==> config.mk <==
export PLATFORM = sky130hd
export DESIGN_NAME = naval_game_ctrl
export DESIGN_NICKNAME = d
export VERILOG_FILES = /design/src/rtl/naval_game_ctrl_pkg.sv /design/src/rtl/naval_game_ctrl_seg7_encoder.sv /design/src/rtl/naval_game_ctrl.sv
export SDC_FILE = /design/constraint.sdc
export NUM_CORES = 1
export LEC_CHECK = 0
export BUFFER_PORTS_ARGS = -buffer_cell sky130_fd_sc_hd__buf_4
export CAP_MARGIN = 10
export CORE_ASPECT_RATIO = 1.2
export CORE_MARGIN = 10
export CORE_UTILIZATION = 50
export DETAILED_ROUTE_END_ITERATION = 8
export GPL_ROUTABILITY_DRIVEN = 0
export PLACE_DENSITY = 0.73
export SLEW_MARGIN = 40
export SYNTH_ARGS = -nofsm -noshare
export SYNTH_HDL_FRONTEND = slang
export SYNTH_SLANG_ARGS = --single-unit
==> constraint.sdc <==
create_clock -name clk -period 4.7 [get_ports clk]
set_clock_uncertainty 0.05 [all_clocks]
set_input_delay 0.94 -clock clk [delete_from_list [all_inputs] [get_ports clk]]
set_output_delay 0.94 -clock clk [all_outputs]
set_load 0.05 [all_outputs]
==> src/rtl/naval_game_ctrl_pkg.sv <==
// Shared types, geometry and 7-segment codes for the battleship game controller.
package naval_game_ctrl_pkg;

    typedef enum logic [2:0] {
        ST_AIM,
        ST_FIRE,
        ST_RESULT,
        ST_WIN,
        ST_LOSE
    } state_t;

    localparam int unsigned MATRIX_COLS  = 5;
    localparam int unsigned MATRIX_ROWS  = 7;
    localparam int unsigned MATRIX_BITS  = 35;
    localparam int unsigned DISPLAY_BITS = 28;
    localparam int unsigned POS_W        = 3;
    localparam int unsigned IDX_W        = 6;
    localparam int unsigned CNT_W        = 6;

    // 7-segment codes, {g,f,e,d,c,b,a}, active-high
    localparam logic [6:0] SEG_0 = 7'b0111111;
    localparam logic [6:0] SEG_1 = 7'b0000110;
    localparam logic [6:0] SEG_2 = 7'b1011011;
    localparam logic [6:0] SEG_3 = 7'b1001111;
    localparam logic [6:0] SEG_4 = 7'b1100110;
    localparam logic [6:0] SEG_5 = 7'b1101101;
    localparam logic [6:0] SEG_6 = 7'b1111101;
    localparam logic [6:0] SEG_7 = 7'b0000111;
    localparam logic [6:0] SEG_8 = 7'b1111111;
    localparam logic [6:0] SEG_9 = 7'b1101111;
    localparam logic [6:0] SEG_BLANK = 7'b0000000;

    // Column-major cell index shared by ship_map, shot_map and matrix_image
    function automatic logic [IDX_W-1:0] cell_index(input logic [POS_W-1:0] col,
                                                    input logic [POS_W-1:0] row);
        return IDX_W'(col) * IDX_W'(MATRIX_ROWS) + IDX_W'(row);
    endfunction

endpackage

==> src/rtl/naval_game_ctrl_seg7_encoder.sv <==
// BCD digit to 7-segment pattern {g..a}; codes above 9 blank the digit.
module seg7_encoder
    import naval_game_ctrl_pkg::*;
(
    input  logic [3:0] bcd,
    output logic [6:0] seg_c
);

    always_comb begin
        seg_c = SEG_BLANK;
        case (bcd)
            4'd0: seg_c = SEG_0;
            4'd1: seg_c = SEG_1;
            4'd2: seg_c = SEG_2;
            4'd3: seg_c = SEG_3;
            4'd4: seg_c = SEG_4;
            4'd5: seg_c = SEG_5;
            4'd6: seg_c = SEG_6;
            4'd7: seg_c = SEG_7;
            4'd8: seg_c = SEG_8;
            4'd9: seg_c = SEG_9;
            default: seg_c = SEG_BLANK;
        endcase
    end

endmodule

==> src/rtl/naval_game_ctrl.sv <==
// Battleship game sequencer: cursor, shot/hit bookkeeping, turn FSM and display images.
// Define REVEAL_SHIPS_EN to blink the unhit ship cells after a lost game.
module naval_game_ctrl
    import naval_game_ctrl_pkg::*;
#(
    parameter int unsigned MAX_SHOTS     = 15,
    parameter int unsigned RESULT_CYCLES = 4,
    parameter int unsigned BLINK_W       = 8
) (
    input  logic                    clk,
    input  logic                    reset,
    input  logic [MATRIX_BITS-1:0]  ship_map,
    input  logic                    btn_up,
    input  logic                    btn_down,
    input  logic                    btn_left,
    input  logic                    btn_right,
    input  logic                    btn_fire,
    output logic [MATRIX_BITS-1:0]  matrix_image,
    output logic [DISPLAY_BITS-1:0] display_image,
    output logic                    game_over,
    output logic                    win
);

    localparam int unsigned HOLD_W = (RESULT_CYCLES > 1) ? $clog2(RESULT_CYCLES) : 1;

    state_t                   state;
    logic [POS_W-1:0]         col;
    logic [POS_W-1:0]         row;
    logic [CNT_W-1:0]         shots_left;
    logic [CNT_W-1:0]         hits;
    logic [MATRIX_BITS-1:0]   shot_map;
    logic [BLINK_W-1:0]       blink;
    logic [HOLD_W-1:0]        hold;

    logic [CNT_W-1:0]         ship_count;
    logic [IDX_W-1:0]         cur_idx;
    logic                     blink_phase;
    logic [MATRIX_BITS-1:0]   hit_map;
    logic [MATRIX_BITS-1:0]   matrix_next;
    logic [3:0]               bcd [4];
    logic [6:0]               seg [4];

    assign cur_idx     = cell_index(col, row);
    assign blink_phase = blink[BLINK_W-1];
    assign hit_map     = shot_map & ship_map;

    always_comb begin
        ship_count = '0;
        for (int i = 0; i < MATRIX_BITS; i++) begin
            ship_count = ship_count + CNT_W'(ship_map[i]);
        end
    end

    // Turn FSM with cursor, counters and shot bookkeeping
    always_ff @(posedge clk or posedge reset) begin
        if (reset) begin
            state      <= ST_AIM;
            col        <= '0;
            row        <= '0;
            shots_left <= CNT_W'(MAX_SHOTS);
            hits       <= '0;
            shot_map   <= '0;
            blink      <= '0;
            hold       <= '0;
        end else begin
            blink <= blink + BLINK_W'(1);
            case (state)
                ST_AIM: begin
                    if (ship_count == '0) begin
                        state <= ST_WIN;
                    end else if (btn_fire) begin
                        if (!shot_map[cur_idx]) state <= ST_FIRE;
                    end else if (btn_up) begin
                        row <= (row == '0) ? POS_W'(MATRIX_ROWS - 1) : row - POS_W'(1);
                    end else if (btn_down) begin
                        row <= (row == POS_W'(MATRIX_ROWS - 1)) ? '0 : row + POS_W'(1);
                    end else if (btn_left) begin
                        col <= (col == '0) ? POS_W'(MATRIX_COLS - 1) : col - POS_W'(1);
                    end else if (btn_right) begin
                        col <= (col == POS_W'(MATRIX_COLS - 1)) ? '0 : col + POS_W'(1);
                    end
                end
                ST_FIRE: begin
                    shot_map[cur_idx] <= 1'b1;
                    if (ship_map[cur_idx]) hits <= hits + CNT_W'(1);
                    shots_left <= shots_left - CNT_W'(1);
                    hold       <= HOLD_W'(RESULT_CYCLES - 1);
                    state      <= ST_RESULT;
                end
                ST_RESULT: begin
                    // Win is checked first so the final sinking shot never reads as a loss
                    if (hold == '0) begin
                        if (hits == ship_count)      state <= ST_WIN;
                        else if (shots_left == '0)   state <= ST_LOSE;
                        else                         state <= ST_AIM;
                    end else begin
                        hold <= hold - HOLD_W'(1);
                    end
                end
                ST_WIN, ST_LOSE: state <= state;
                default: state <= ST_AIM;
            endcase
        end
    end

    always_comb begin
        matrix_next = hit_map;
        case (state)
            ST_AIM:    matrix_next[cur_idx] = blink_phase;
            ST_RESULT: matrix_next[cur_idx] = ship_map[cur_idx];
            ST_WIN:    matrix_next = '1;
            ST_LOSE: begin
`ifdef REVEAL_SHIPS_EN
                matrix_next = hit_map | (ship_map & ~shot_map & {MATRIX_BITS{blink_phase}});
`else
                matrix_next = hit_map;
`endif
            end
            default: matrix_next = hit_map;
        endcase
    end

    always_comb begin
        bcd[0] = 4'(hits % CNT_W'(10));
        bcd[1] = 4'(hits / CNT_W'(10));
        bcd[2] = 4'(shots_left % CNT_W'(10));
        bcd[3] = 4'(shots_left / CNT_W'(10));
    end

    for (genvar g = 0; g < 4; g++) begin : g_digit
        seg7_encoder u_seg7 (
            .bcd   (bcd[g]),
            .seg_c (seg[g])
        );
    end

    always_ff @(posedge clk or posedge reset) begin
        if (reset) begin
            matrix_image  <= '0;
            display_image <= '0;
            game_over     <= 1'b0;
            win           <= 1'b0;
        end else begin
            matrix_image  <= matrix_next;
            display_image <= {seg[3], seg[2], seg[1], seg[0]};
            game_over     <= (state == ST_WIN) || (state == ST_LOSE);
            win           <= (state == ST_WIN);
        end
    end

endmodule

==> run summary <==
Status - complete, but fails checks
Failing checks - setup timing
Placed cell areas - 10720 sq um
Slew @ Worst Pin - 855.4 ps
Startpoint types - input port
Die Ht - 169.6 um
Prevailing post-synth register cell - dfrtp_1
CTS tree - done
Fillers - 1459
Final instance area - 11510 sq um
Max Cap Viol - 0
Initial detailed-routing violation count - 756
Root buffer cell - clkbuf_16
Number of synthesized flops with an enable pin - 0
Mapped Cells - 997
IO Pins - 107
Clk Latency, worst-skew pair - 430 ps
Vias - 8445
H-tree depth - 4
Initial antenna violation count - 0
Die area - 24530 sq um
Final hold violations - 0
Kind of critical path - input port to register
Die Span X - 144.6 um
Crit path DAT - 5790 ps
DRT Pass-1 Iters - 6
Yosys top cell by area - dfrtp_1
Slew HR - 42.85%
Clock Tree Buf Depth - 2
Final worst-path cycle share - 117.5%
Initial Utilization - 51.10%
GRT Total Usage - 22.75%
Synth unique cells - 84
Area contributors post-synth - dfrtp_1 (34%), ha_1 (8.1%), fa_1 (6.4%)
Wire length of the first global-routing pass - 43.77 mm
Clock Pin Slew Worst Setup and Hold Paths - 60 ps
Fin. max-slew vios - 0
Seq/Total Area, Yosys - 35.22%
Maximum operating frequency - 0.1810 GHz
Worst setup margin - -824.4 ps
Standard-cell rows - 54
RSZ-0062 raised after global routing - yes
Async SR Flop Fraction - 100.0%
Syn. warnings - 0
Port buffer count - 106
Synth Register Bits - 131
DP Cell Count - 1330
Diodes inserted - 0
Largest net degree at the start of global routing - 92
Layout cell share with drive strength beyond 1 - 25.68%
Nets - 1260
Routed WL - 28.16 mm
CP Capture Type - register
DRT antenna net count - 0
Vias in the first global route - 8294
Gr ovfl total - 0
Post-synth top area share - 34.09%
WL per Instance - 20.63 um
Post-Syn Area - 9321 sq um
Setup WS pre-CTS - -1351 ps
Vias per inst - 6.187
Setup-failing EPs final - 9
Area grow syn2layout - 23.44%
Clock Sinks - 131
Count leader, synth - dfrtp_1
Final non-filler cell total - 1365
CP max FO - 4
Worst path required time - 4960 ps
Cell types with the highest counts after synthesis - dfrtp_1 (127), inv_1 (88), nand2_1 (79)
Mean Syn Cell Area - 9.349 sq um
Synthesized net count - 1129
Num CTS Buffers - 17
Hold Path Class - register to register
Placeable Area - 18240 sq um
Fin crit period - 5524 ps
Hpwl dp - 20.72 mm
DRC violations left - 0
[logic make-up (layout without fill, tap and decap cells)]
group | Yosys count | count (layout) | share of synthesized area [%]
AO/OA/AOI/OAI | 315 | 315 | 23.01
XOR/XNOR | 33 | 33 | 3.181
adder cells (fa/ha/maj) | 90 | 90 | 14.50
buffers and inverters | 156 | 300 | 6.926
flip-flops | 131 | 131 | 35.22
multiplexers | 35 | 35 | 4.362
AND/OR/NAND/NOR | 237 | 237 | 12.81
[path summary, 6_finish.rpt]
check	cells after the start	slack, ps	to	from
max in group asynchronous	3	3280	matrix_image[10]	reset
hold / removal	1	420	blink[0]	blink[0]
setup / recovery	21	-820	col[0]	ship_map[23]
hold reg to reg	1	420	blink[0]	blink[0]
setup reg to reg	12	130	matrix_image[1]	col[0]
min in group asynchronous	2	550	display_image[6]	reset
[metal layers]
| metal | part of all wire (%) | track usage [%] |
|---|---|---|
| met2 | 49 | 37.50 |
| met1 | 37 | 27.16 |
| met3 | 9.5 | 5.235 |
| met5 | 0 | 0 |
| met4 | 4.5 | 11.44 |
[metrics by stage]
stage / setup TNS (ps) / hold slack (ps) / util (%)
after floorplan: -7922 / 386.6 / -
after global placement: -10860 / 409.9 / 58.77
after detailed placement: -11480 / 409.7 / 58.77
after CTS: -7306 / 420.2 / 62.72
after global routing: -8613 / 442.2 / 63.07
final: -6995 / 418.7 / 63.07
[repair_timing]
action / 4_1_cts / 5_1_grt
pin swaps: 12 / 14
hold endpoints to repair: 0 / 0
buffers inserted: 2 / 2
resized for setup: 11 / 15
setup endpoints to repair: 9 / 9
hold buffers: 0 / 0
[layout by cell type (no fill, tap or decap), types with 12 or more instances in the layout]
cell type    n
buf_4      175
dfrtp_1    127
inv_1       81
nand2_1     77
o21ai_0     61
a21oi_1     60
ha_1        58
nor2_1      47
a31oi_1     31
fa_1        26
xnor2_1     23
o21bai_1    20
mux2i_1     20
a22oi_1     17
clkbuf_16   17
o22ai_1     16
nor3_1      15
a32oi_1     15
nand3_1     14
nand2b_1    13
a21o_1      12
[critical path, cell delays in order]
cell,delay (ps)
buf_8,90
inv_8,30
fa_1,520
inv_1,50
fa_1,470
inv_1,50
fa_1,490
inv_2,40
fa_1,450
fa_1,490
inv_1,50
fa_1,480
fa_2,390
nand2b_4,170
a21oi_4,170
o41ai_4,110
nor3_4,290
o211ai_1,200
buf_4,190
nand2_2,50
o21ai_1,60
[state kept, by name (all words and copies together), names as in the netlist]
register	cells
blink	8
col	3
win	1
display_image	28
hold	2
row	3
state	3
game_over	1
shots_left	6
matrix_image	35
hits	6
shot_map	35
[cell type report]
cell class,count,area (sq um),share of cell area (%)
clock inverters,13,219.0,1.903
inverters,89,351.6,3.056
well taps,224,280.3,2.436
flip-flops and latches,131,3283,28.53
multi-input cells,710,5544,48.18
clock buffers,19,452.9,3.937
repair buffers,179,1375,11.95
Power is left out: the tool's default activity adds up to more than one toggle a clock period on the data nets, which glitch-free logic cannot reach.
